`src/rtl/ball_serve_if.sv`:
```
// Signal bundle between the ball serve controller and the rest of the game logic.
// master drives the game events; slave is the controller that answers with ball control.
interface ball_serve_if;
   logic       frame_tick;
   logic       _hit1;
   logic       _hit2;
   logic       miss_l;
   logic       miss_r;
   logic       attract;
   logic       l;
   logic       r;
   logic       move;
   logic [1:0] speed;
   logic       score1;
   logic       score2;
   logic       serving;

   modport master (
      output frame_tick, _hit1, _hit2, miss_l, miss_r, attract,
      input  l, r, move, speed, score1, score2, serving
   );

   modport slave (
      input  frame_tick, _hit1, _hit2, miss_l, miss_r, attract,
      output l, r, move, speed, score1, score2, serving
   );
endinterface

```
`src/rtl/ball_serve_controller.sv`:
```
// Ball serve/rally controller: holds the ball for a serve, tracks paddle hits for speed,
// and awards points when the ball leaves the field.
module ball_serve_controller #(
   parameter int SERVE_FRAMES = 64,
   parameter int HITS_MED     = 4,
   parameter int HITS_FAST    = 12
) (
   input logic         clk,
   input logic         _reset,
   ball_serve_if.slave bus
);

   localparam int             FW         = (SERVE_FRAMES > 1) ? $clog2(SERVE_FRAMES) : 1;
   localparam logic [FW-1:0]  FRAME_LAST = FW'(SERVE_FRAMES - 1);
   localparam logic [3:0]     MED        = 4'(HITS_MED);
   localparam logic [3:0]     FAST       = 4'(HITS_FAST);

   typedef enum logic [1:0] {ATTRACT, SERVE, PLAY, MISS} state_t;

   state_t        state, state_next;
   logic          hit1_p0, hit2_p0;
   logic          dir_l, dir_l_next;
   logic [3:0]    hit_cnt, hit_cnt_next;
   logic [FW-1:0] frame_cnt, frame_cnt_next;
   logic          score1_next, score2_next;
   logic          move_q, serving_q, score1_q, score2_q;
   logic [1:0]    speed_q;
   logic          edge1, edge2;

   function automatic logic [1:0] speed_of(input logic [3:0] cnt);
      if (cnt < MED)
         return 2'd0;
      else if (cnt < FAST)
         return 2'd1;
      else
         return 2'd2;
   endfunction

   assign edge1 = hit1_p0 & ~bus._hit1;
   assign edge2 = hit2_p0 & ~bus._hit2;

   always_ff @(posedge clk or negedge _reset) begin
      if (!_reset)
         state <= ATTRACT;
      else
         state <= state_next;
   end

   always_comb begin
      state_next     = state;
      dir_l_next     = dir_l;
      hit_cnt_next   = hit_cnt;
      frame_cnt_next = frame_cnt;
      score1_next    = 1'b0;
      score2_next    = 1'b0;

      case (state)
         ATTRACT: begin
            if (bus.miss_l || bus.miss_r)
               dir_l_next = ~dir_l;
            else if (edge1 && !edge2)
               dir_l_next = 1'b0;
            else if (edge2 && !edge1)
               dir_l_next = 1'b1;
            if (!bus.attract) begin
               state_next     = SERVE;
               frame_cnt_next = '0;
               hit_cnt_next   = 4'd0;
            end
         end
         SERVE: begin
            if (bus.frame_tick) begin
               if (frame_cnt == FRAME_LAST)
                  state_next = PLAY;
               else
                  frame_cnt_next = frame_cnt + FW'(1);
            end
         end
         PLAY: begin
            // a miss wins over any hit arriving in the same cycle; miss_l wins over miss_r
            if (bus.miss_l) begin
               score2_next = 1'b1;
               dir_l_next  = 1'b1;
               state_next  = MISS;
            end else if (bus.miss_r) begin
               score1_next = 1'b1;
               dir_l_next  = 1'b0;
               state_next  = MISS;
            end else begin
               if ((edge1 || edge2) && hit_cnt != 4'd15)
                  hit_cnt_next = hit_cnt + 4'd1;
               if (edge1 && !edge2)
                  dir_l_next = 1'b0;
               else if (edge2 && !edge1)
                  dir_l_next = 1'b1;
            end
         end
         MISS: begin
            state_next     = SERVE;
            frame_cnt_next = '0;
            hit_cnt_next   = 4'd0;
         end
         default: state_next = ATTRACT;
      endcase

      // attract mode pre-empts whatever the game was doing this cycle
      if (state != ATTRACT && bus.attract) begin
         state_next     = ATTRACT;
         dir_l_next     = dir_l;
         hit_cnt_next   = hit_cnt;
         frame_cnt_next = frame_cnt;
         score1_next    = 1'b0;
         score2_next    = 1'b0;
      end
   end

   always_ff @(posedge clk or negedge _reset) begin
      if (!_reset) begin
         hit1_p0   <= 1'b0;
         hit2_p0   <= 1'b0;
         dir_l     <= 1'b0;
         hit_cnt   <= 4'd0;
         frame_cnt <= '0;
         move_q    <= 1'b0;
         serving_q <= 1'b0;
         score1_q  <= 1'b0;
         score2_q  <= 1'b0;
         speed_q   <= 2'd0;
      end else begin
         hit1_p0   <= bus._hit1;
         hit2_p0   <= bus._hit2;
         dir_l     <= dir_l_next;
         hit_cnt   <= hit_cnt_next;
         frame_cnt <= frame_cnt_next;
         move_q    <= (state_next == ATTRACT) || (state_next == PLAY);
         serving_q <= (state_next == SERVE);
         score1_q  <= score1_next;
         score2_q  <= score2_next;
         // speed follows the registered count, so it trails a hit by one cycle
         speed_q   <= (state_next == PLAY) ? speed_of(hit_cnt) : 2'd0;
      end
   end

   assign bus.l       = dir_l;
   assign bus.r       = ~dir_l;
   assign bus.move    = move_q;
   assign bus.serving = serving_q;
   assign bus.score1  = score1_q;
   assign bus.score2  = score2_q;
   assign bus.speed   = speed_q;

endmodule

```
`src/flat_wrapper.sv`:
```
// flat-port wrapper written by rule: the top's interface ports become plain ports
module ball_serve_controller_flat 
#(
   parameter int SERVE_FRAMES = 64,
   parameter int HITS_MED     = 4,
   parameter int HITS_FAST    = 12
)
  (clk, _reset, bus_frame_tick, bus__hit1, bus__hit2, bus_miss_l, bus_miss_r, bus_attract, bus_l, bus_r, bus_move, bus_speed, bus_score1, bus_score2, bus_serving);
  ball_serve_if bus_i ();
  input logic clk;
  input logic _reset;
  input wire logic [$bits(bus_i.frame_tick)-1:0] bus_frame_tick;
  input wire logic [$bits(bus_i._hit1)-1:0] bus__hit1;
  input wire logic [$bits(bus_i._hit2)-1:0] bus__hit2;
  input wire logic [$bits(bus_i.miss_l)-1:0] bus_miss_l;
  input wire logic [$bits(bus_i.miss_r)-1:0] bus_miss_r;
  input wire logic [$bits(bus_i.attract)-1:0] bus_attract;
  output wire logic [$bits(bus_i.l)-1:0] bus_l;
  output wire logic [$bits(bus_i.r)-1:0] bus_r;
  output wire logic [$bits(bus_i.move)-1:0] bus_move;
  output wire logic [$bits(bus_i.speed)-1:0] bus_speed;
  output wire logic [$bits(bus_i.score1)-1:0] bus_score1;
  output wire logic [$bits(bus_i.score2)-1:0] bus_score2;
  output wire logic [$bits(bus_i.serving)-1:0] bus_serving;
  assign bus_i.frame_tick = bus_frame_tick;
  assign bus_i._hit1 = bus__hit1;
  assign bus_i._hit2 = bus__hit2;
  assign bus_i.miss_l = bus_miss_l;
  assign bus_i.miss_r = bus_miss_r;
  assign bus_i.attract = bus_attract;
  assign bus_l = bus_i.l;
  assign bus_r = bus_i.r;
  assign bus_move = bus_i.move;
  assign bus_speed = bus_i.speed;
  assign bus_score1 = bus_i.score1;
  assign bus_score2 = bus_i.score2;
  assign bus_serving = bus_i.serving;
  ball_serve_controller #(.SERVE_FRAMES(SERVE_FRAMES), .HITS_MED(HITS_MED), .HITS_FAST(HITS_FAST)) u_core (.clk(clk), ._reset(_reset), .bus(bus_i));
endmodule
```
`config.mk`:
```
export PLATFORM = sky130hd
export DESIGN_NAME = ball_serve_controller_flat
export DESIGN_NICKNAME = d
export VERILOG_FILES = /design/src/rtl/ball_serve_if.sv /design/src/rtl/ball_serve_controller.sv /design/src/flat_wrapper.sv
export SDC_FILE = /design/constraint.sdc
export NUM_CORES = 1
export LEC_CHECK = 0
export ABC_AREA = 0
export CAP_MARGIN = 20
export CORE_MARGIN = 10
export CORE_UTILIZATION = 49
export DETAILED_ROUTE_END_ITERATION = 7
export PLACE_DENSITY = 0.82
export SYNTH_ARGS = -nofsm -noshare
export SYNTH_HDL_FRONTEND = slang
export SYNTH_SLANG_ARGS = --single-unit
```
`constraint.sdc`:
```
create_clock -name clk -period 1.7 [get_ports clk]
set_input_delay 0.255 -clock clk [delete_from_list [all_inputs] [get_ports clk]]
set_output_delay 0.255 -clock clk [all_outputs]
set_load 0.005 [all_outputs]
```
======== After elaboration in Yosys (flattened, before gate mapping) ========
Cells that the tools add are included.
storage, ports and cells
  flip-flop bits (word level) ............. 21
  output and inout port bits .............. 8
  input port bits ......................... 8
operators by class
  reductions and logical operators ........ 18
  bitwise gates (word level) .............. 6
  equality and inequality tests ........... 13
  $add $sub $neg .......................... 2
  order comparisons ....................... 2
  multiplexer cells ....................... 32
operators with widths
  kind                                                                   number
  2-bit 2-to-1 mux                                                       9
  6-bit 2-to-1 mux                                                       3
  6-bit one-hot mux with 3 select lines                                  1
  4-bit 2-to-1 mux                                                       4
  1-bit 2-to-1 mux                                                       12
  4-bit one-hot mux with 3 select lines                                  1
  2-bit inequality test, second input constant                           5
  2-bit one-hot mux with 4 select lines                                  1
  6-bit by 1-bit adder with 6-bit output, second input constant          1
  2-bit equality test, second input constant                             3
  6-bit equality test, second input constant                             1
  6-bit AND reduction                                                    1
  3-bit nonzero test                                                     2
  5-bit AND reduction                                                    1
  4-bit by 1-bit adder with 4-bit output, second input constant          1
  2-bit by 1-bit equality test with 1-bit output, second input constant  2
  1-bit logical AND                                                      4
  2-bit logical NOT                                                      2
  4-bit by 3-bit < comparator with 1-bit output, second input constant   1
  4-bit < comparator, second input constant                              1
  4-bit inequality test, second input constant                           1
  1-bit NOT                                                              4
  2-bit nonzero test                                                     2
  1-bit logical OR                                                       3
  other kinds (5)                                                        7

======== Longest topological paths before layout ========
Gate-level depths: netlist (run 1).
  word-level depth ........................ 9
  gate-level depth with buffers ........... 7
  depth with buffers taken out ............ 6

======== Worst setup path after synthesis (run 1) ========
No wires, ideal clock.
  path kind ............................... register to register
  start point ............................. register u_core.state[0]
  end point ............................... register u_core.frame_cnt[5]
  path buffers ............................ 0
  slack ................................... -0.061 ns
  cell stages (with the launch flop) ...... 7
  arrival time ............................ 1.633 ns
  period minus slack after synthesis ...... 1.761 ns
  required time ........................... 1.573 ns
  path through ............................ dfrtp_1 inv_1 ha_1 nor2b_1 nor4_2 nand3_1 mux2_1
on the way
  word-level cells in the longest chain between the ends .. 4
  elaborated cells between the ends (all ways) .. 12
RTL lines
  item                                                         RTL line                      source
  start, declared                                              ball_serve_controller.sv:20   state_t state, state_next;
  start signal, assigned                                       ball_serve_controller.sv:46   state <= state_next;
  branches (longest 4 deep; another with 5-bit AND reduction)  -
  end signal, assigned                                         ball_serve_controller.sv:134  frame_cnt <= frame_cnt_next;
  end, declared                                                ball_serve_controller.sv:24   logic [FW-1:0] frame_cnt, frame_cnt_next;
Several ways; the timed one is not identified.
A chain may end at the register's enable or synchronous reset.

======== Worst setup path in the final report (run 1) ========
  start point ............................. register u_core.state[1]
  end point ............................... register u_core.frame_cnt[5]
The elaborated chain is that of the path after synthesis.

==> flow_summary.yaml, run 1 <==
sta:
  tightest_slew_ps: 338
  tns_ps: -3.14
  max_freq_ghz: 0.587
  worst_slack_ps: -3.14
  rsz0062_at_grt: "yes"
  hold_slack_ps: 267
  skew_ps: 7.89
  slew_headroom_pct: 77.3
  hold_viol: 0
  post-route-period-util_pct: 100
  slew_viol_final: 0
  period_needed_ps: 1700
  setup_viol_count_final: 1
grt:
  grt_antenna_before_repair: 0
  met2_usage_pct: 19.6
  met1_usage_pct: 14.8
  grt_pass1_vias: 1102
  grt_first_pass_wirelength_microns: 5050
  grt-ovfl-total: 0
  grt_use_total_pct: 12.0
  busiest_layer: "met2"
  grt_max_degree: 22
  use_met3_pct: 3.35
clock_tree:
  cts-hold-fix-buffers: 0
  cts-root-buf: "clkbuf_4"
  cts.path.max_buffers: 2
  cts-buffers-inserted: 3
  htreeDepth: 1
  clock_latency_ps: 320
  clock-sinks: 21
  cts_tree: "done"
  clkTransAtPathRegs_ps: 130
placed_design:
  port_buffers: 15
  dp_hpwl_microns: 2170
  gp_congestion: 0.848
  place_area_sq_mm: 0.00157
pwr:
  power_mw: 1.81
  peakVddDrop_mv: 0.792
  power.density_mw_per_mm2: 1070
  leakagePower_nw: 0.723
route:
  ant_nets: 0
  via_count: 1148
  routed_wl_microns: 2990
  drc: 0
  drt_first_iter_violations: 106
  dr.pass1.iters: 5
  viasPerCell: 5.77
  wl_per_cell_microns: 15.0
final_layout:
  drive_above_1_share_pct: 27.8
  syn2layout_area_growth_pct: 35.0
  fin_nets: 186
  num_antenna_cells: 0
  final_util_pct: 68.9
  layout_common_cells: "buf_4, dfrtp_1, nand2_1, clkdlybuf4s50_1, inv_1"
  finalInstanceArea_sq_mm: 0.00169
floorplanning:
  start_util_pct: 51.0
  fp.coreArea_sq_mm: 0.00245
  die_w_microns: 70.6
  die_y_microns: 70.6
  io-pin-count: 16
  dieArea_sq_mm: 0.00498
  rows: 18
worst_setup_path:
  r2r_slack_ps: -3
  worstSetupStartpointType: "flip-flop"
  worstPathRequired_ps: 1910
  critPathArrivalTime_ps: 1910
  cp-startpoint: "u_core.state[1]$_DFF_PN0_"
  worst-setup-path-type: "flip-flop to flip-flop"
  reg2reg_from: "u_core.state[1]$_DFF_PN0_"
  worstPathMaxFanout: 4
  end_kind: "flip-flop"
synthesis:
  syn_nets: 151
  synthTopCellsByArea: "dfrtp_1, ha_1, nand2_1, nand3_1, inv_1"
  syn_inst: 135
  ys_seq_elements: 21
  synth_seq_area_share_pct: 42.0
  yosysUniqueCellTypes: 38
  syn_avg_cell_area_sq_um: 9.28
  yosys_warnings: 0
  yosys.area.top_type: "dfrtp_1"
  mappedNetlistArea_sq_mm: 0.00125
  synth_top_area_share_pct: 42.0
status:
  status: "finished, violations left"
  violations: "setup timing"
hold_path:
  hp-class: "input pin to async pin"
flow_run:
  maxCapViolCount: 0
-- state kept, by name, indices dropped and copies added (netlist names) --
name                cells
u_core.frame_cnt        6
u_core.hit_cnt          4
u_core.bus.speed        2
u_core.state            2
u_core.bus.l            1
u_core.bus.move         1
u_core.bus.score1       1
u_core.bus.score2       1
u_core.bus.serving      1
u_core.hit1_p0          1
u_core.hit2_p0          1
-- metrics by stage --
stage,setup WS [ps],cells
2_1_floorplan,-1.82,135
3_3_place_gp,-6.16,191
3_5_place_dp,-56.9,191
4_1_cts,3.14,198
5_1_grt,-76.3,199
6_report,-3.14,199
-- report_power, final --
group          switching, mW  internal (mW)
sequential            0.0668          0.581
clock                  0.164         0.0881
combinational          0.427          0.483
-- repair_timing --
| item | CTS | global route |
|---|---|---|
| endpoints found under the setup margin | 9 | 11 |
| resized for setup | 5 | 10 |
| cloned | 0 | 0 |
| hold endpoints to repair | 0 | 0 |
| setup buffers | 3 | 1 |
| pin swaps | 3 | 3 |
-- layer usage --
metal	vias to the layer above	part of all wire (%)
met5	-	0
met4	0	2.0
met3	7	5.2
met2	31	48
met1	558	45
li1	552	-
-- area by class of cell --
class | instances | area [sq um]
Clock buffer | 3 | 22.5
Inverter | 12 | 47.5
Timing Repair Buffer | 34 | 293
Clock inverter | 1 | 5.00
Fill cell | 177 | 764
Sequential cell | 21 | 528
Tap cell | 30 | 37.5
Multi-Input combinational cell | 98 | 757
-- kinds of logic (layout without fill, tap and decap cells) --
| group | count (synthesis) | count (layout) | share of synthesized area, % |
|---|---|---|---|
| buffers and inverters | 16 | 50 | 6.69 |
| adders and majority gates | 9 | 9 | 8.79 |
| DFF | 21 | 21 | 42.0 |
| xor gates and xnor gates | 1 | 1 | 0.699 |
| muxes | 2 | 2 | 1.70 |
| and+or+nand+nor | 56 | 56 | 23.9 |
| AOI/OAI and AO/OA | 30 | 30 | 16.3 |
-- synthesized netlist by cell type (all sizes together) --
library cell,instances
a22oi,1
o221a,1
dfrtp,21
or3,1
o311ai,2
nand3,10
mux2i,1
or4,2
nand4,2
nor2,5
nand2b,1
a31oi,1
o21ai,10
or2,1
a21oi,4
nor3b,3
nor3,5
inv,12
and3,2
nor4,1
xnor2,1
mux2,1
o211ai,5
nor2b,6
maj3,1
a222oi,1
or2b,2
ha,8
buf,4
o31ai,1
a41oi,1
a311o,1
o31a,2
nand2,15
-- final timing paths --
| path | end | cells past startpoint |
|---|---|---|
| max in group asynchronous | u_core.state[0]$_DFF_PN0_ | 2 |
| max reg2reg | u_core.frame_cnt[5]$_DFFE_PN0P_ | 6 |
| min in group clk | u_core.hit2_p0$_DFF_PN0_ | 1 |
| min reg2reg | u_core.hit_cnt[3]$_DFFE_PN0P_ | 2 |
| max | u_core.frame_cnt[5]$_DFFE_PN0P_ | 6 |
| min | u_core.hit_cnt[0]$_DFFE_PN0P_ | 2 |
-- worst max-delay path: stages, from the launching register on --
cell and delay, ps:
dfrtp_2 480, inv_4 100, ha_4 210, nor2b_4 140, nor4_4 240, nand3_2 120, mux2_4 300
Power figures use the tool's default switching activity.
==> run 2, diff against run 1 <==
CORE_UTILIZATION = 50   (was 49)
DONT_BUFFER_PORTS = 1   (was not set)
PLACE_DENSITY = 0.75   (was 0.82)
==> run 2 against run 1 <==
Compared with the run above: the flow still finishes with violations (setup timing); power up 1.9%; highest routed layer unchanged; final area down 4.3%; hold slack worse by 230 ps; sequential share of layout area up 1.3 points; fmax is 0.13% higher; clock-buffer cell count is the same; sequential power up 2%.
==> flow_summary.yaml, run 2 (synthesis gave the netlist of run 1 again) <==
status:
  violations: "setup timing"
  status: "finished, violations left"
route:
  drt_first_iter_violations: 151
  routed.top_layer: "met4"
  viasPerCell: 6.02
  wl_per_cell_microns: 17.0
  routed_wl_microns: 3240
  wl_met2_microns: 1570
  drc: 0
  met3WireLength_microns: 218
  via_count: 1149
  dr.pass1.iters: 5
  ant_nets: 0
  wirelength_met1_microns: 1400
clock_tree:
  cts-root-buf: "clkbuf_4"
  cts_tree: "done"
  cts-buffers-inserted: 3
  clkTransAtPathRegs_ps: 130
  clock_latency_ps: 310
  htreeDepth: 1
  clock-sinks: 21
  cts.path.max_buffers: 2
placed_design:
  place_ws_ps: -21.9
  dp_hpwl_microns: 2140
  port_buffers: 0
  gp_congestion: 0.840
  place_area_sq_mm: 0.00141
final_layout:
  largestRegisters: "u_core.frame_cnt: 6 flops, u_core.hit_cnt: 4 flops"
  mostFrequentLayoutCell: "dfrtp_1"
  num_antenna_cells: 0
  final-seq-area_sq_um: 527
  fin_nets: 178
  nFillCells: 174
  largest_reg_flops: 6
  layout_common_cells: "dfrtp_1, buf_4, nand2_1"
  top_register: "u_core.frame_cnt"
  finalInstanceArea_sq_mm: 0.00162
  multiInputGateArea_sq_um: 762
  syn2layout_area_growth_pct: 29.2
  final_util_pct: 66.5
  drive_above_1_share_pct: 31.1
worst_setup_path:
  reg2reg_from: "u_core.state[1]$_DFF_PN0_"
  reg2regPathDepth: 6
  critical_path.cell_chain: "inv_2, ha_4, nor2b_4, nor4_4, nand3_2, mux2_4"
  worstPathMaxFanout: 4
  crit_buf_inv: 1
  r2r_slack_ps: -1
  worstSetupStartpointType: "flip-flop"
  worst-setup-path-type: "flip-flop to flip-flop"
  timing.rr.end: "u_core.frame_cnt[5]$_DFFE_PN0P_"
  slowest_delay_ps: 430
  end_kind: "flip-flop"
  path_delay_family: "simple AND/OR/NAND/NOR gates"
  crit_path_top_delay_cell: "dfrtp_1"
  critPathArrivalTime_ps: 1900
  worstPathRequired_ps: 1900
floorplanning:
  start_util_pct: 51.5
  io-pin-count: 16
  rows: 18
  die_y_microns: 70.1
  fp.coreArea_sq_mm: 0.00243
  dieArea_sq_mm: 0.00491
  die_w_microns: 70.1
pwr:
  leakagePower_nw: 0.703
  power.density_mw_per_mm2: 1140
  power_mw: 1.84
  peakVddDrop_mv: 0.790
grt:
  grt_max_degree: 22
  grt_first_pass_wirelength_microns: 5040
  grt_antenna_before_repair: 0
  grt_pass1_vias: 1084
  grt-ovfl-total: 0
  grt_use_total_pct: 11.9
sta:
  rsz0062_at_grt: "yes"
  tns_ps: -0.993
  tightest_slew_ps: 932
  setup_viol_count_final: 1
  post-route-period-util_pct: 100
  skew_ps: 4.68
  period_needed_ps: 1700
  slew_headroom_pct: 37.7
  hold_viol: 0
  worst_slack_ps: -0.993
  max_freq_ghz: 0.588
  slew_viol_final: 0
hold_path:
  whs_path_depth: 2
  hp-class: "input pin to flip-flop"
  hp-start: "bus_miss_l"
  whs_endpoint: "u_core.bus.score2$_DFF_PN0_"
flow_run:
  maxCapViolCount: 0
run 2: cell types whose count changed in the layout (fill, tap and decap cells not counted), sizes merged:
cell           change
clkdlybuf4s50     -15
buf                +3
dlygate4sd3        +4
run 2: final cells by class:
class,instances,area share [%]
Clock buffer,3,1.39
Clock inverter,1,0.309
Inverter,12,2.94
Multi-Input combinational cell,98,47.1
Sequential cell,21,32.6
Tap cell,30,2.32
Timing Repair Buffer,26,13.4
run 2: where the power goes:
group	internal, mW	switching [mW]
Clock	0.0877	0.164
Sequential	0.581	0.0830
Combinational	0.480	0.449
Total	1.15	0.696
run 2: metrics by stage:
stage | instances | hold slack (ps)
2_1_floorplan | 135 | -40.6
3_3_place_gp | 174 | -40.0
3_5_place_dp | 174 | -39.9
4_1_cts | 182 | 1.80
5_1_grt | 191 | 19.9
6_report | 191 | 38.6
run 2: timing repair:
item,4_1_cts,5_1_grt
pin swaps,2,8
endpoints found under the setup margin,5,12
hold buffers,3,1
hold endpoints to repair,23,1
buffers inserted,1,8
resized for setup,2,18
run 2: worst max-delay path by stage:
stage,cells after the start,to,start
floorplan,6,u_core.bus.serving$_DFF_PN0_,u_core.state[0]$_DFF_PN0_
global placement,7,u_core.bus.speed[1]$_DFF_PN0_,u_core.state[0]$_DFF_PN0_
detailed placement,6,u_core.frame_cnt[5]$_DFFE_PN0P_,u_core.state[1]$_DFF_PN0_
CTS,7,u_core.bus.speed[1]$_DFF_PN0_,u_core.state[0]$_DFF_PN0_
global route,6,u_core.bus.speed[1]$_DFF_PN0_,u_core.state[1]$_DFF_PN0_
finish,6,u_core.frame_cnt[5]$_DFFE_PN0P_,u_core.state[1]$_DFF_PN0_
run 2: worst reg2reg max path, stage by stage (launching register included):
cell and delay, ps:
dfrtp_1 430, inv_2 120, ha_4 220, nor2b_4 140, nor4_4 250, nand3_2 110, mux2_4 320
run 2: layer usage:
metal / up-vias / global-route usage [%]
li1: 544 / -
met1: 559 / 14.7
met2: 36 / 18.8
met3: 10 / 4.10
met4: 0 / 3.51
met5: - / 0
